--- src/rtl/mem_arbiter.sv ---
// mem_arbiter: shares one req/ack memory between the fetch (I) and data (D) ports with D priority, bounded I starvation and an ack watchdog
module mem_arbiter #(
    parameter int MAXD    = 4,
    parameter int TIMEOUT = 64
) (
    input  logic        clk,
    input  logic        reset,
    input  logic        ireq,
    input  logic [31:0] iaddr,
    output logic [31:0] irdata,
    output logic        iready,
    input  logic        dreq,
    input  logic        dwe,
    input  logic [31:0] daddr,
    input  logic [31:0] dwdata,
    output logic [31:0] drdata,
    output logic        dready,
    output logic        memreq,
    output logic        memwe,
    output logic [31:0] memaddr,
    output logic [31:0] memwdata,
    input  logic [31:0] memrdata,
    input  logic        memack,
    output logic        err
);
    localparam int CW = $clog2(MAXD + 1);
    localparam int WW = $clog2(TIMEOUT + 1);
    localparam logic [CW-1:0] MAXD_C  = CW'(MAXD);
    localparam logic [WW-1:0] WD_LAST = WW'(TIMEOUT - 1);

    typedef enum logic [1:0] {IDLE, BUSY_I, BUSY_D} state_t;

    state_t        state_q, state_d;
    logic [CW-1:0] cnt_q, cnt_d;
    logic [WW-1:0] wd_q, wd_d;
    logic          err_q, err_d;
    logic [31:0]   addr_q, addr_d;
    logic          we_q, we_d;
    logic [31:0]   wdata_q, wdata_d;

    // arbitration in IDLE, completion or watchdog expiry while busy
    always_comb begin
        state_d = state_q;
        cnt_d   = cnt_q;
        wd_d    = wd_q;
        err_d   = err_q;
        addr_d  = addr_q;
        we_d    = we_q;
        wdata_d = wdata_q;
        if (state_q == IDLE) begin
            wd_d = '0;
            if (dreq && (!ireq || cnt_q < MAXD_C)) begin
                state_d = BUSY_D;
                addr_d  = daddr;
                we_d    = dwe;
                wdata_d = dwdata;
                cnt_d   = ireq ? ((cnt_q < MAXD_C) ? cnt_q + CW'(1) : MAXD_C) : '0;
            end else if (ireq) begin
                state_d = BUSY_I;
                addr_d  = iaddr;
                we_d    = 1'b0;
                cnt_d   = '0;
            end
        end else if (memack) begin
            state_d = IDLE;
        end else if (wd_q == WD_LAST) begin
            state_d = IDLE;
            err_d   = 1'b1;
        end else begin
            wd_d = wd_q + WW'(1);
        end
    end

    // state, fairness, watchdog and latched access registers
    always_ff @(posedge clk) begin
        if (reset) begin
            state_q <= IDLE;
            cnt_q   <= '0;
            wd_q    <= '0;
            err_q   <= 1'b0;
            addr_q  <= '0;
            we_q    <= 1'b0;
            wdata_q <= '0;
        end else begin
            state_q <= state_d;
            cnt_q   <= cnt_d;
            wd_q    <= wd_d;
            err_q   <= err_d;
            addr_q  <= addr_d;
            we_q    <= we_d;
            wdata_q <= wdata_d;
        end
    end

    assign memreq   = state_q != IDLE;
    assign memwe    = memreq && we_q;
    assign memaddr  = addr_q;
    assign memwdata = wdata_q;
    assign iready   = state_q == BUSY_I && memack;
    assign dready   = state_q == BUSY_D && memack;
    assign irdata   = memrdata;
    assign drdata   = memrdata;
    assign err      = err_q;
endmodule

--- config.mk ---
export PLATFORM = sky130hd
export DESIGN_NAME = mem_arbiter
export DESIGN_NICKNAME = d
export VERILOG_FILES = /design/src/rtl/mem_arbiter.sv
export SDC_FILE = /design/constraint.sdc
export NUM_CORES = 1
export LEC_CHECK = 0
export ABC_AREA = 1
export BUFFER_PORTS_ARGS = -buffer_cell sky130_fd_sc_hd__buf_2
export CORE_UTILIZATION = 35
export CTS_BUF_LIST = sky130_fd_sc_hd__clkbuf_4
export DETAILED_ROUTE_END_ITERATION = 7
export PLACE_DENSITY = 0.71
export SLEW_MARGIN = 20
export SYNTH_ARGS = -nofsm -noshare
export SYNTH_HDL_FRONTEND = slang
export SYNTH_SLANG_ARGS = --single-unit
export TNS_END_PERCENT = 20
--- constraint.sdc ---
create_clock -name clk -period 2.97 [get_ports clk]
set_clock_uncertainty 0.1 [all_clocks]
set_input_delay 0.1485 -clock clk [delete_from_list [all_inputs] [get_ports clk]]
set_output_delay 0.1485 -clock clk [all_outputs]
set_load 0.005 [all_outputs]
### Yosys cells after proc, flatten, opt, wreduce, memory -nomap -nowiden

Index checks and enable logic that the tools add are counted.

| cells by class | value |
|---|---|
| add/sub/neg operators | 2 |
| magnitude comparators | 1 |
| equal/unequal tests | 4 |
| mux-type cells | 13 |
| bitwise logic cells | 3 |
| reduce and logical (&&, ||, !) cells | 16 |

Operators with widths:

| operator | count |
|---|---|
| 2-to-1 mux 32 bit | 2 |
| 2-to-1 mux 3 bit | 4 |
| 2-to-1 mux 2 bit | 5 |
| AND reduction 2 bit | 4 |
| adder 7 x 1 -> 7 bit (second input constant) | 1 |
| == test 7 x 6 -> 1 bit (second input constant) | 1 |
| logical AND 1 bit | 4 |
| nonzero test 2 bit | 2 |
| adder 3 x 1 -> 3 bit (second input constant) | 1 |
| less-than comparator 3 bit (second input constant) | 1 |
| != test 3 x 2 -> 1 bit (second input constant) | 1 |
| inverter 1 bit | 3 |
| AND reduction 3 bit | 1 |
| nonzero test 3 bit | 1 |
| == test 2 x 1 -> 1 bit (second input constant) | 1 |
| == test 2 bit (second input constant) | 1 |
| zero test 2 bit | 1 |
| 2-to-1 mux 1 bit | 2 |
| OR reduction 2 bit | 1 |
| zero test 1 bit | 1 |
| logical OR 1 bit | 1 |

| storage, ports and cells | value |
|---|---|
| register bits after elaboration | 78 |
| bits of input ports | 134 |
| output and inout port bits | 133 |
| logic and storage cells | 46 |

### Longest topological paths before layout

Gate-level depths: netlist (run 1).

| depth | value |
|---|---|
| depth after elaboration | 5 |
| gate-level depth with buffers | 8 |
| gate-level depth less buffers | 8 |

### Worst setup path before layout (run 1)

OpenSTA, ideal clock, no wires.

| timing path | value |
|---|---|
| path kind | register -> register |
| start point | reg wd_q[0] |
| end point | reg wd_q[2] |
| arrival | 1104 ps |
| path slack | 1696 ps |
| stages on the path, launching flop included | 8 |
| period minus slack after synthesis | 1274 ps |
| cells stage by stage | dfxtp_1 > ha_1 > nand2_1 > nor2_1 > nand2_1 > nand2_1 > nand2_1 > a21oi_1 |

| between the ends | value |
|---|---|
| longest elaborated chain between the ends | 3 |
| elaborated cells between the ends (all ways) | 4 |

Ends and longest elaborated chain:

| element | RTL line | text |
|---|---|---|
| start: declaration | 35 | `logic [WW-1:0] wd_q, wd_d;` |
| start signal: assignment | 87 | `wd_q <= wd_d;` |
| branches (longest 3 deep; another with adder 7 x 1 -> 7 bit) | - |  |

Parallel ways; which one is timed is not known.
A chain may end at the register's enable or synchronous reset.

### Worst setup path in the final report (run 1)

| timing path | value |
|---|---|
| start point | in ireq |
| end point | reg addr_q[29] (netlist: memaddr[29]) |

| between the ends | value |
|---|---|
| longest elaborated chain between the ends | 5 |
| elaborated cells between the ends (all ways) | 6 |

Ends and longest elaborated chain:

| element | RTL line | text |
|---|---|---|
| start: declaration | 8 | `input logic ireq,` |
| zero test 1 bit | 52 | `if (dreq && (!ireq \|\| cnt_q < MAXD_C)) begin` |
| logical OR 1 bit | 52 |  |
| logical AND 1 bit | 52 |  |
| nonzero test 2 bit (no source line) | - |  |
| AND reduction 2 bit (no source line) | - |  |
| end signal: assignment | 89 | `addr_q <= addr_d;` |
| end: declaration | 37 | `logic [31:0] addr_q, addr_d;` |

Several ways; a longest one is shown, not always the timed one.

==> results of run 1 <==
## area by class of cell
type | instances | area share
repair buffers | 273 | 0.355
inverters | 15 | 0.0111
flip-flops and latches | 78 | 0.296
multi-input cells | 331 | 0.274
clock inverters | 5 | 0.0190
clock buffers | 9 | 0.0128
well taps | 136 | 0.0322
## layer usage
metal | GRT usage | vias to the layer above | routed length, um
met4 | 0.132 | 0 | 508
met1 | 0.213 | 1816 | 4380
met2 | 0.361 | 182 | 5580
met3 | 0.0487 | 52 | 724
li1 | - | 1963 | -
met5 | 0 | - | 0
## path summary, 6_finish.rpt
check              from           to  slack, ps  cells past startpoint
min                dreq     cnt_q[1]         30                      4
min reg2reg         err          err        380                      2
max                ireq  memaddr[29]        580                      8
max reg2reg  state_q[1]  memaddr[14]        640                      7
## flip-flops by register name, indices dropped and copies added, names as in the netlist
signal	count
err	1
memwdata	32
cnt_q	3
state_q	2
wd_q	7
memaddr	32
we_q	1
## what timing repair did
item,4_1_cts,5_1_grt
setup buffers,0,0
endpoints found under the setup margin,0,0
endpoints found under the hold margin,73,0
hold buffers,100,0
gates resized for setup,0,0
## critical path, cell delays in order
cell and delay [ps]:
dlygate4sd3_1 550, buf_2 160, nand2_1 80, nand2_2 50, inv_1 740, a21oi_1 200
dlygate4sd3_1 610, nor2_1 80
## cell families (layout without fill, tap and decap cells)
kind of cell             after synthesis  in the layout
flip-flops                            78             78
buffers and inverters                104            302
adder cells (fa/ha/maj)                2              2
AND/OR/NAND/NOR                      215            215
AO/OA/AOI/OAI                        112            112
XOR/XNOR                               2              2
## metrics by stage
stage	hold slack, ps	setup WS (ps)
after CTS	13.1	712
final	30.6	577
after detailed placement	197	1030
after global routing	26.5	421
after global placement	197	1100
after floorplan	118	1700
## cells in the final DEF (no fill, tap or decap), types with 2 or more instances in the layout
cell           netlist  routed
dlygate4sd3_1        0     100
o21ai_0             63      63
ha_1                 2       2
o21ai_1              4       4
nand3_1              7       7
clkbuf_4             0       9
xor2_1               2       2
buf_2               12     170
nor2_4               2       2
bufinv_16            0       3
nor3_1               2       2
buf_4               71       3
nand2_1             93      93
nor2_1             109     109
nand2_2              2       2
a21oi_1             44      44
clkinv_2             0       2
inv_1               13      12
dfxtp_1             78      78
## power by group
| part | switching (W) | total (W) | internal [W] |
|---|---|---|---|
| sequential | 0.0000561 | 0.00121 | 0.00115 |
| clock | 0.000366 | 0.000781 | 0.000415 |
| combinational | 0.000304 | 0.000627 | 0.000323 |
## cell usage after synthesis
master | instances | area (um2)
xor2_1 | 2 | 17.5
o21ai_0 | 63 | 315
nand3_1 | 7 | 35.0
a21oi_1 | 44 | 220
nor3_1 | 2 | 10.0
inv_1 | 13 | 48.8
dfxtp_1 | 78 | 1560
nor2_4 | 2 | 22.5
ha_1 | 2 | 25.0
nand2_2 | 2 | 12.5
nand2_1 | 93 | 349
inv_4 | 1 | 6.26
buf_2 | 12 | 60.1
o21ai_1 | 4 | 20.0
nor2_1 | 109 | 409
clkbuf_1 | 6 | 22.5
buf_4 | 71 | 533
o21ai_2 | 1 | 8.76
inv_2 | 1 | 3.75
==> impl_metrics.py, run 1 <==
metrics = {
    "sta": {
        "slew_headroom": 0.301,
        "final-hold-violation-count": 0,
        "period_share": 0.806,
        "finalSetupViolCount": 0,
        "fin_tns_setup_ps": 0,
        "grt_setup_unrepaired": "no",
        "drv_slew": 0,
        "period_minus_slack_ps": 2390,
        "fmax_ghz": 0.418,
        "worst_slew_pin_slew_ps": 1050,
    },
    "global_routing": {
        "grt_use_total": 0.203,
        "grt_pass1_vias": 4033,
        "grt_pass1_wl_um": 17800,
        "grt.overflow.total": 0,
        "antenna_found_initial": 0,
        "grt_max_degree": 65,
    },
    "status": {
        "status": "completed",
    },
    "run": {
        "max_cap_viol_count": 0,
    },
    "detailed_routing": {
        "drt_pass1_iterations": 4,
        "drc": 0,
        "viasPerCell": 4.74,
        "wirelength_um": 11200,
        "antenna_left": 0,
        "wl_per_cell_um": 13.2,
        "vias": 4013,
        "drtIter0Drc": 203,
    },
    "final_layout": {
        "syn_to_final_growth_pct": 43.4,
        "multi_input_area_mm2": 0.00145,
        "fin_area_mm2": 0.00528,
        "fin_util": 0.514,
        "nets": 844,
        "drive_gt1_frac": 0.273,
        "finalNonFillerCells": 847,
        "diodes": 0,
        "fillerInstances": 947,
        "regArea_mm2": 0.00156,
    },
    "floorplanning": {
        "die_w_um": 105,
        "rows": 37,
        "start_util": 0.358,
        "die_h_um": 105,
        "core_mm2": 0.0103,
        "io_pins": 267,
        "die_area_mm2": 0.0109,
    },
    "cts": {
        "cts_sinks": 78,
        "cts_buffers": 9,
        "cts_tree": "yes",
        "clk_latency_ps": 410,
        "h-tree-depth": 3,
        "clockBufferDepth": 2,
        "clk_pin_slew_ps": 130,
        "ctsRootBufferMaster": "clkbuf_4",
    },
    "synthesis": {
        "yosysWarnings": 0,
        "ys_seq_elements": 78,
        "syn-cell-area_mm2": 0.00368,
        "synth_top_family_by_area": "simple AND/OR/NAND/NOR gates",
        "yosys.area_share.adder": 0.00680,
        "synth_xor_area_frac": 0.00476,
        "ys_types": 19,
        "synthesis.nets": 649,
        "synthMuxAreaShare": 0,
        "synth_simple_gate_area_frac": 0.228,
        "post_synth.cell_area_avg_um2": 7.18,
        "ys_seq_area_frac": 0.424,
        "synth_compound_area_frac": 0.153,
        "syn_inst": 513,
    },
    "critical_path": {
        "crit_path_end_kind": "register",
        "cp_data_required_time_ps": 3230,
        "crit_path_max_fanout": 32,
        "arrival_ps": 2650,
        "start_kind": "input pin",
        "crit_type": "input pin to register",
    },
    "power_and_ir_drop": {
        "power_density_mw_per_mm2": 495,
        "ir_worst_vdd_mv": 0.275,
        "p_total_w": 0.00261,
        "power.leakage_nw": 2.61,
    },
    "placed_design": {
        "placed_cells": 733,
        "io_buffers": 170,
        "gp_congestion": 0.774,
        "dp_hpwl_um": 6830,
        "place_area_mm2": 0.00411,
    },
    "worst_hold_path": {
        "hold_class": "input pin to register",
    },
}
Note: power is estimated with default switching activity, not from simulation.
==> run 2: changes to the inputs <==
Settings changed: ABC_AREA 1 to 0, PLACE_DENSITY 0.71 to 0.7.
Clock period 2.97 ns to 2.45 ns, I/O delays scaled along.
==> run 2 against run 1 <==
Compared with the run above: worst setup slack got worse by 390 ps; utilization decreased by 1.0 points; combinational power increased by 22%; synthesized area increased by 5.7%; count of clock-buffer cells in the layout unchanged; total power increased by 6.9%; sequential power increased by 18%; final area increased by 3.4%; register-to-register slack got worse by 450 ps; global-route usage increased by 0.48 points; cell count decreased by 4.3%; via count increased by 4.0%; critical path type is now register to register; highest routed layer unchanged.
==> impl_metrics.py, run 2 <==
metrics = {
    "status": {
        "status": "completed",
    },
    "synthesis": {
        "ys_seq_area_frac": 0.401,
        "ys_seq_elements": 78,
        "yosys_most_used_dff": "dfxtp_1",
        "async_flop_share": 0,
        "yosysTopAreaCellShare": 0.401,
        "yosysWarnings": 0,
        "syn-cell-area_mm2": 0.00389,
        "synth_edf_count": 0,
        "yosysMostFrequentCell": "dfxtp_1",
        "yosys-top-cells-count": "dfxtp_1, nand2_1, a21oi_1, buf_4, o21ai_0",
        "post_synth.cell_area_avg_um2": 8.26,
        "synth_top_cell_by_area": "dfxtp_1",
        "ys_top_cells_by_area": "dfxtp_1, buf_4, a21oi_1",
        "syn_inst": 471,
        "ys_types": 38,
        "synthesis.nets": 607,
    },
    "global_routing": {
        "gr-usage-met1": 0.221,
        "antenna_found_initial": 0,
        "grt_pass1_wl_um": 18900,
        "grtUsageMet3": 0.0666,
        "grt_use_total": 0.208,
        "grt_pass1_vias": 4029,
        "grt_max_degree": 69,
        "grt-busiest-layer": "met2",
        "met2_usage": 0.379,
        "grt.overflow.total": 0,
    },
    "sta": {
        "period_minus_slack_ps": 2260,
        "worst_slew_pin_slew_ps": 492,
        "fmax_ghz": 0.442,
        "final-hold-violation-count": 0,
        "fin_tns_setup_ps": 0,
        "slew_headroom": 0.672,
        "drv_slew": 0,
        "fin_ws_ps": 190,
        "grt_setup_unrepaired": "no",
        "finalSetupViolCount": 0,
        "period_share": 0.922,
    },
    "final_layout": {
        "drive_gt1_frac": 0.295,
        "nets": 804,
        "syn_to_final_growth_pct": 40.2,
        "final_common_cell": "buf_2",
        "layout_common_cells": "buf_2, dlygate4sd3_1, dfxtp_1",
        "diodes": 0,
    },
    "power_and_ir_drop": {
        "power.leakage_nw": 2.52,
        "ir_worst_vdd_mv": 0.292,
        "power_density_mw_per_mm2": 512,
    },
    "critical_path": {
        "crit_type": "register to register",
        "critPathSlowestCell": "dlygate4sd3_1",
        "crit_path_end_kind": "register",
        "timing.rr.start": "state_q[0]",
        "arrival_ps": 2490,
        "crit_path_max_fanout": 32,
        "cpPeakStageDelay_ps": 600,
        "crit_chain": "nor2_4 > inv_2 > nor2_2 > buf_4 > a311oi_1 > dlygate4sd3_1",
        "r2r_end": "memaddr[4]",
        "rrSetupSlack_ps": 190,
        "start_kind": "register",
        "cp_data_required_time_ps": 2680,
        "ff2ff_path_depth": 6,
    },
    "placed_design": {
        "dp_hpwl_um": 7350,
        "dp_slack_ps": 643,
        "gp_congestion": 0.721,
        "io_buffers": 170,
    },
    "worst_hold_path": {
        "hold_class": "input pin to register",
        "hold_depth": 4,
        "hold_start": "dreq",
        "hold_end": "cnt_q[1]",
    },
    "detailed_routing": {
        "wirelength_um": 12200,
        "drtIter0Drc": 351,
        "drc": 0,
        "vias": 4172,
        "viasPerCell": 5.14,
        "wl_per_cell_um": 15.0,
        "drt_pass1_iterations": 4,
        "antenna_left": 0,
    },
    "cts": {
        "cts_tree": "yes",
        "cts_sinks": 78,
        "clockBufferDepth": 2,
        "cts_buffers": 9,
        "clk_pin_slew_ps": 110,
        "post_cts_resized": 0,
        "h-tree-depth": 3,
        "clk_latency_ps": 450,
        "ctsRootBufferMaster": "clkbuf_4",
    },
    "floorplanning": {
        "core_mm2": 0.0108,
        "rows": 38,
        "io_pins": 267,
        "die_area_mm2": 0.0115,
        "die_h_um": 107,
        "die_w_um": 107,
        "start_util": 0.359,
    },
    "run": {
        "max_cap_viol_count": 0,
    },
}
## run 2: cell types whose count changed after synthesis, sizes merged, moves of 4 or more
cell,change
a311oi,+32
mux2i,+4
clkbuf,+9
nor2,-106
o21ai,-31
nand2,-23
nand2b,+4
nand3,+26
inv,-11
a21oi,+26
buf,+8
## run 2: worst max path at each step
stage / startpoint / endpoint / cells after the start / slack (ps)
floorplan: wd_q[0] / wd_q[0] / 4 / 1000
global placement: state_q[1] / memaddr[24] / 5 / 730
detailed placement: state_q[1] / memaddr[4] / 5 / 640
CTS: state_q[1] / memaddr[21] / 6 / 80
global route: state_q[0] / memaddr[2] / 6 / 5
finish: state_q[0] / memaddr[4] / 6 / 190
## run 2: per-stage QoR
| step | hold slack, ps | cell area, um2 | cells | power [W] | utilization |
|---|---|---|---|---|---|
| after detailed placement | 145 | 4250 | 685 | 0.00202 | 0.392 |
| final | 37.0 | 5460 | 811 | 0.00280 | 0.503 |
| after floorplan | 170 | 3890 | 471 | 0.00187 | - |
| after CTS | 8.49 | 5440 | 809 | 0.00281 | 0.502 |
| after global placement | 145 | 4250 | 685 | 0.00200 | 0.392 |
| after global routing | 45.0 | 5460 | 811 | 0.00297 | 0.503 |
## run 2: layout make-up
class | count | area, um2
Inverter | 4 | 15.0
Clock inverter | 5 | 18.8
Sequential cell | 78 | 1560
Multi-Input combinational cell | 283 | 1560
Clock buffer | 9 | 67.6
Fill cell | 1014 | 5390
Tap cell | 140 | 175
Timing Repair Buffer | 292 | 2050
## run 2: critical path: cells and delay by family, from the launching register on
family	cells	cell delay, ps
AND/OR/NAND/NOR	2	400
AO/OA/AOI/OAI	1	140
flip-flops	1	380
buffers and inverters	3	1110
## run 2: cell families after synthesis
group           count (synthesis)  share of synthesized area
simple gates                  128                      0.151
mux                             4                     0.0103
buf+inv                       110                      0.197
compound gates                149                      0.234
fa+ha+maj                       2                    0.00643
flops                          78                      0.401
## run 2: report_power, final
group	internal, W	switching [W]
Combinational	0.000407	0.000357
Clock	0.000181	0.000420
Sequential	0.00137	0.0000577
Total	0.00196	0.000835
## run 2: per-layer routing
layer  wire length [um]  part of all wire  up-vias
met5                  0                 0        -
met1               4670              0.38     1956
met3                938             0.077       39
met4                314             0.026        0
met2               6270              0.51      185
li1                   -                 -     1992
## run 2: what timing repair did
item	CTS	global route
hold buffers	110	0
endpoints found under the setup margin	0	32
endpoints found under the hold margin	74	0
buffers inserted	0	2
==> run 3: changes to the inputs <==
Settings changed: PLACE_DENSITY 0.7 to 0.71, SKIP_LAST_GASP from default to 1.
==> run 3 against run 2 <==
Compared with the run above: utilization decreased by 0.30 points; highest routed layer unchanged; total power increased by 10%; count of clock-buffer cells in the layout increased by 2; final area decreased by 0.60%; non-clock buffer count decreased by 12; critical path type unchanged; largest power group unchanged; critical endpoint is now memaddr[5].
==> impl_metrics.py, run 3 (same netlist as run 2, synthesis figures left out) <==
metrics = {
    "critical_path": {
        "arrival_ps": 2470,
        "crit_type": "register to register",
        "crit_path_max_fanout": 32,
        "start_kind": "register",
        "rrSetupSlack_ps": 250,
        "ff2ff_path_depth": 6,
        "cp_data_required_time_ps": 2720,
        "timing.rr.start": "state_q[1]",
        "r2r_end": "memaddr[5]",
        "crit_path_end_kind": "register",
    },
    "detailed_routing": {
        "drc": 0,
        "antenna_left": 0,
        "drt_pass1_iterations": 5,
        "wl_per_cell_um": 14.7,
        "vias": 4190,
        "drtIter0Drc": 372,
        "wirelength_um": 11800,
        "viasPerCell": 5.23,
    },
    "sta": {
        "fin_tns_setup_ps": 0,
        "final-hold-violation-count": 0,
        "holdWs_ps": 138,
        "worst_slew_pin_slew_ps": 758,
        "period_minus_slack_ps": 2200,
        "drv_slew": 0,
        "fin_ws_ps": 254,
        "period_share": 0.896,
        "grt_setup_unrepaired": "no",
        "slew_headroom": 0.494,
        "fmax_ghz": 0.455,
        "finalSetupViolCount": 0,
    },
    "power_and_ir_drop": {
        "ir_worst_vdd_mv": 0.315,
        "p_total_w": 0.00308,
        "power.leakage_nw": 2.48,
        "power_density_mw_per_mm2": 568,
    },
    "worst_hold_path": {
        "hold_start": "reset",
        "hold_end": "err",
        "hold_depth": 2,
        "hold_class": "input pin to register",
    },
    "placed_design": {
        "dp_slack_ps": 813,
        "io_buffers": 170,
        "gp_congestion": 0.798,
        "dp_hpwl_um": 6950,
    },
    "floorplanning": {
        "die_area_mm2": 0.0115,
        "start_util": 0.359,
        "core_mm2": 0.0108,
        "rows": 38,
        "io_pins": 267,
        "die_w_um": 107,
        "die_h_um": 107,
    },
    "final_layout": {
        "drive_gt1_frac": 0.306,
        "nets": 792,
        "syn_to_final_growth_pct": 39.4,
        "final_common_cell": "buf_2",
        "layout_common_cells": "buf_2, dlygate4sd3_1, dfxtp_1",
        "diodes": 0,
    },
    "run": {
        "max_cap_viol_count": 0,
    },
    "status": {
        "status": "completed",
    },
    "global_routing": {
        "antenna_found_initial": 0,
        "grt_use_total": 0.204,
        "grt_max_degree": 66,
        "grt_pass1_wl_um": 18700,
        "grt_pass1_vias": 4144,
        "grt.overflow.total": 0,
    },
    "cts": {
        "cts_sinks": 78,
        "cts_tree": "yes",
        "cts_buffers": 9,
        "clk_latency_ps": 440,
        "clockBufferDepth": 2,
        "clk_pin_slew_ps": 140,
        "h-tree-depth": 3,
        "ctsRootBufferMaster": "clkbuf_4",
    },
}
## run 3: power by group
part	leakage [nW]	total, W	switching (W)	internal (W)
Combinational	1.76	0.000742	0.000354	0.000388
Clock	0.0833	0.000906	0.000467	0.000439
Sequential	0.642	0.00143	0.0000571	0.00137
Total	2.48	0.00308	0.000878	0.00220
## run 3: layout make-up
cell class	count	area [um2]
inverter	4	15.0
clock buffer	11	82.6
tap	140	175
clock inverter	5	83.8
sequential	78	1560
multi-input combinational	283	1560
timing repair buffer	280	1940
fill	1006	5420
## run 3: how the worst max path moves through the flow
stage	startpoint	endpoint	depth (start not counted)
global route	state_q[1]	memaddr[5]	6
CTS	state_q[1]	memaddr[11]	6
global placement	wd_q[0]	wd_q[0]	4
finish	state_q[1]	memaddr[5]	6
detailed placement	wd_q[0]	wd_q[1]	4
floorplan	wd_q[0]	wd_q[0]	4
## run 3: critical path: stages, from the launching register on
cell and delay (ps):
dfxtp_1 450, nor2_4 70, inv_2 240, nor2_2 70, buf_4 260, a311oi_1 310, dlygate4sd3_1 610
## run 3: repair_timing
action	4_1_cts	5_1_grt
hold endpoints to repair	74	0
gates resized for setup	0	0
hold buffers	101	0
setup buffers	0	0
## run 3: per-layer routing
layer | global-route usage | up-vias | wire length, um
met1 | 0.219 | 1955 | 4580
met3 | 0.0539 | 54 | 907
li1 | - | 1962 | -
met2 | 0.361 | 219 | 5950
met5 | 0 | - | 0
met4 | 0.114 | 0 | 361
## run 3: stage by stage
stage | instance area, um2 | instances | utilization
after global placement | 4250 | 684 | 0.392
final | 5420 | 801 | 0.500
after floorplan | 3890 | 471 | -
after global routing | 5420 | 801 | 0.500
after CTS | 5420 | 801 | 0.500
after detailed placement | 4250 | 684 | 0.392
